### src/rtl/serial_magnitude_comparator.sv
// Bit-serial MSB-first unsigned magnitude comparator.
// One bit position per clock, early exit on first difference.
module serial_magnitude_comparator #(
  parameter int N = 8
) (
  input  logic                     clk,
  input  logic                     rst_n,
  input  logic                     start,
  input  logic [N-1:0]             a,
  input  logic [N-1:0]             b,
  output logic                     busy,
  output logic                     done,
  output logic                     lesser,
  output logic                     equal,
  output logic                     greater,
  output logic [$clog2(N+1)-1:0]   cmp_cycles
);

  localparam int IW = $clog2(N);
  localparam int CW = $clog2(N+1);

  typedef enum logic [1:0] {
    IDLE,
    COMPARE,
    DONE
  } state_t;

  state_t         state;
  state_t         state_n;
  logic [N-1:0]   a_reg;
  logic [N-1:0]   b_reg;
  logic [IW-1:0]  idx;
  logic           abit;
  logic           bbit;
  logic           diff;
  logic           last;
  logic           accept;

  assign abit   = a_reg[idx];
  assign bbit   = b_reg[idx];
  assign diff   = abit ^ bbit;
  assign last   = (idx == '0);
  assign accept = (state == IDLE) && start;

  assign busy = (state == COMPARE);
  assign done = (state == DONE);

  always_ff @(posedge clk or negedge rst_n) begin
    if (!rst_n) state <= IDLE;
    else        state <= state_n;
  end

  always_comb begin
    state_n = state;
    unique case (state)
      IDLE:    if (start) state_n = COMPARE;
      COMPARE: if (diff || last) state_n = DONE;
      DONE:    state_n = IDLE;
      default: state_n = IDLE;
    endcase
  end

  always_ff @(posedge clk or negedge rst_n) begin
    if (!rst_n) begin
      a_reg      <= '0;
      b_reg      <= '0;
      idx        <= '0;
      lesser     <= 1'b0;
      equal      <= 1'b0;
      greater    <= 1'b0;
      cmp_cycles <= '0;
    end else begin
      unique case (1'b1)
        accept: begin
          a_reg      <= a;
          b_reg      <= b;
          idx        <= IW'(N-1);
          lesser     <= 1'b0;
          equal      <= 1'b0;
          greater    <= 1'b0;
          cmp_cycles <= '0;
        end
        busy: begin
          cmp_cycles <= cmp_cycles + CW'(1);
          // first differing bit decides; a's bit tells direction
          if (diff) begin
            greater <= abit;
            lesser  <= ~abit;
          end else if (last) begin
            equal <= 1'b1;
          end else begin
            idx <= idx - IW'(1);
          end
        end
        default: ;
      endcase
    end
  end

endmodule

### config.mk
export PLATFORM = sky130hd
export DESIGN_NAME = serial_magnitude_comparator
export DESIGN_NICKNAME = d
export VERILOG_FILES = /design/src/rtl/serial_magnitude_comparator.sv
export SDC_FILE = /design/constraint.sdc
export NUM_CORES = 1
export LEC_CHECK = 0
export ABC_AREA = 1
export CAP_MARGIN = 20
export CORE_MARGIN = 2
export CORE_UTILIZATION = 45
export DETAILED_ROUTE_END_ITERATION = 12
export PLACE_DENSITY = 0.71
export SYNTH_ARGS = -nofsm -noshare
export SYNTH_HDL_FRONTEND = slang
export SYNTH_SLANG_ARGS = --single-unit
### constraint.sdc
create_clock -name clk -period 3 [get_ports clk]
set_input_delay 0.3 -clock clk [delete_from_list [all_inputs] [get_ports clk]]
set_output_delay 0.3 -clock clk [all_outputs]
set_load 0.02 [all_outputs]
==> summary.txt <==
Layout
  – Area delta synth->final: 25.1%
  – Fraction of final layout cells sized beyond drive strength 1: 11.1%
  – ANT cells: 0
  – Layout fillers: 277
  – Total Nets Final: 230

STA
  – Max Freq: 488 MHz
  – Final hold viol count: 0
  – RSZ-0062 raised after global routing: false
  – Setup Viol. Count Final: 0
  – Min Hold Slack: 0.315 ns
  – Slew Viols, Final: 0
  – Period utilisation layout: 68.3%
  – Setup_tns: 0 ns
  – Slew of the pin with the lowest slew margin: 0.382 ns
  – Layout Skew: 0.00875 ns
  – Relative slew slack: 74.5%
  – Period minus WS final: 2.05 ns

CTS
  – Num Clock Sinks: 28
  – CTS tree: built
  – Clk slew on worst S/H paths: 0.16 ns
  – # H-tree levels: 1
  – Deepest clock path buffer count: 2
  – Hold_buf cts: 0
  – Clk Latency, worst-skew pair: 0.34 ns
  – Post-CTS Setup Repair Bufs: 0
  – CTS buffer count: 3
  – Post_cts resized: 0
  – Root buf cell: clkbuf_4

Global route
  – Vias in the first global route: 1205
  – Gr usage total: 18.9%
  – GRT Residual Overflow: 0
  – Initial antenna violation count: 0
  – Largest net degree at the start of global routing: 33
  – First-pass GRT wire length: 5.15 mm

Pwr
  – Logic gate share of total power: 53.9%
  – Sw Ratio: 45.4%
  – Internal power: 1080 uW
  – PD cells: 1080 nW/um^2
  – Clock network power share: 12.7%
  – Worst ir drop on vdd: 0.468 mV
  – Sequential power share: 33.4%
  – Leakage: 0.000896 uW
  – Switching power: 899 uW

Outcome
  – Status: completed

Die
  – Core ar.: 3080 sq um
  – DIE WIDTH: 61.0 microns
  – # rows: 20
  – Die Area: 3720 sq um
  – Initial Utilization: 47.4%
  – Die Height: 61.0 microns
  – Boundary Pins: 28

Logic synthesis
  – Post-synth top area cell: dfrtp_1
  – Synth Flop Type: dfrtp_1
  – Syn Std Cell Area: 1460 sq um
  – Count leader, synth: nand2_1
  – Syn nets: 200
  – Post-synth top cells: 55 x nand2_1, 28 x dfrtp_1, 20 x inv_1
  – Count of flip-flops with a built-in enable after synthesis: 0
  – Ys async rst share: 100%
  – Synth cell types: 24
  – Post-synth top area share: 48.0%
  – Yosys warning count: 0
  – Sequential area share after synthesis: 48.0%
  – Avg Inst Size Synth: 8.20 sq um
  – Synthesized flop and latch total: 28
  – Syn Inst Count: 178
  – Synth area leaders: dfrtp_1 48%, nand2_1 14%, nand3_1 6.5%

Worst setup path
  – Worst setup SP type: flip-flop
  – Worst setup path category: reg -> out
  – Crit path required time: 2.70 ns
  – Worst-path fanout max: 8
  – Arrival @ worst endpoint: 1.75 ns
  – CP Capture Type: output port

Hold path
  – Worst min-delay path class: in -> async

Place
  – Port Buffers: 27
  – Placer Congestion: 0.746
  – DP HPWL: 2.27 mm

Detailed routing
  – 1st-pass router iterations: 5
  – Routed Antenna Nets: 0
  – Routed WL: 3.01 mm
  – Number of DRC markers in iteration 0: 45
  – Post-route DRC: 0
  – Post-DR vias/cell: 4.92
  – Routed length per instance: 12.0 microns
  – Via Count: 1235

Flow run
  – Maxcap violations: 0
worst max-delay path, stage by stage, from the launching register on:
cell and delay (ns):
dfrtp_1 0.46, inv_2 0.11, nand2_4 0.09, inv_2 0.14, clkdlybuf4s50_1 0.62
area by class of cell:
| cell class | instances | area, sq um | share of cell area (%) |
|---|---|---|---|
| repair buffers | 29 | 285 | 15.6 |
| clock buffers | 3 | 22.5 | 1.23 |
| clock inverters | 1 | 30.0 | 1.64 |
| inverters | 24 | 104 | 5.68 |
| multi-input cells | 122 | 629 | 34.5 |
| well taps | 44 | 55.1 | 3.01 |
| flip-flops and latches | 28 | 701 | 38.4 |
per-stage QoR:
step / utilization, % / worst slack [ns] / cell area (sq um) / total power, uW / std cells
finish: 59.3 / 0.950 / 1830 / 1980 / 251
global route: 59.3 / 0.850 / 1830 / 2160 / 251
CTS: 59.3 / 0.944 / 1830 / 2000 / 251
detailed placement: 57.6 / 1.34 / 1770 / 1740 / 247
global placement: 57.6 / 1.37 / 1770 / 1700 / 247
floorplan: - / 1.74 / 1460 / 1460 / 178
cell families (layout without fill, tap and decap cells):
| group | count (synthesis) | count (layout) | synth area share, % |
|---|---|---|---|
| flops | 28 | 28 | 48.0 |
| simple gates | 93 | 93 | 30.7 |
| buf+inv | 28 | 57 | 8.91 |
| compound gates | 26 | 26 | 9.85 |
| fa+ha+maj | 3 | 3 | 2.57 |
layer usage:
| layer | part of all wire (%) | track usage [%] |
|---|---|---|
| met5 | 0 | 0 |
| met1 | 47 | 24.4 |
| met2 | 48 | 31.8 |
| met4 | 1.8 | 8.39 |
| met3 | 3.1 | 2.56 |
placed cells by master (no fill, tap or decap):
cell and n:
a21oi_1 3, a21oi_2 1, a22o_1 1, a31oi_1 1, buf_4 2, bufinv_16 1, bufinv_8 1, clkbuf_4 3
clkdlybuf4s50_1 27, dfrtp_1 28, ha_1 3, inv_1 20, inv_2 3, nand2_1 55, nand2_2 6, nand2_4 3
nand3_1 19, nand3_2 1, nand3_4 1, nand4_1 2, nor2_1 5, nor3_4 1, o211ai_1 1, o21ai_0 3
o21ai_1 15, o31ai_1 1
worst paths after layout:
check | startpoint | endpoint | slack, ns | cells past startpoint
setup / recovery | state[1] | busy | 0.95 | 4
hold / removal | rst_n | idx[1] | 0.31 | 2
setup reg to reg | idx[0] | idx[1] | 1.33 | 11
hold reg to reg | equal | equal | 0.50 | 2
max in group asynchronous | rst_n | b_reg[3] | 2.42 | 2
min in group clk | a[4] | a_reg[4] | 0.49 | 3
power groups by stage:
stage | registers (uW) | clock network [uW] | logic, uW
6_report | 662 | 251 | 1070
2_1_floorplan | 666 | 0 | 798
4_1_cts | 663 | 258 | 1080
3_5_place_dp | 673 | 0 | 1070
3_3_place_gp | 663 | 0 | 1040
5_1_grt | 686 | 272 | 1210
No activity file was read; power rests on OpenSTA's default activity.
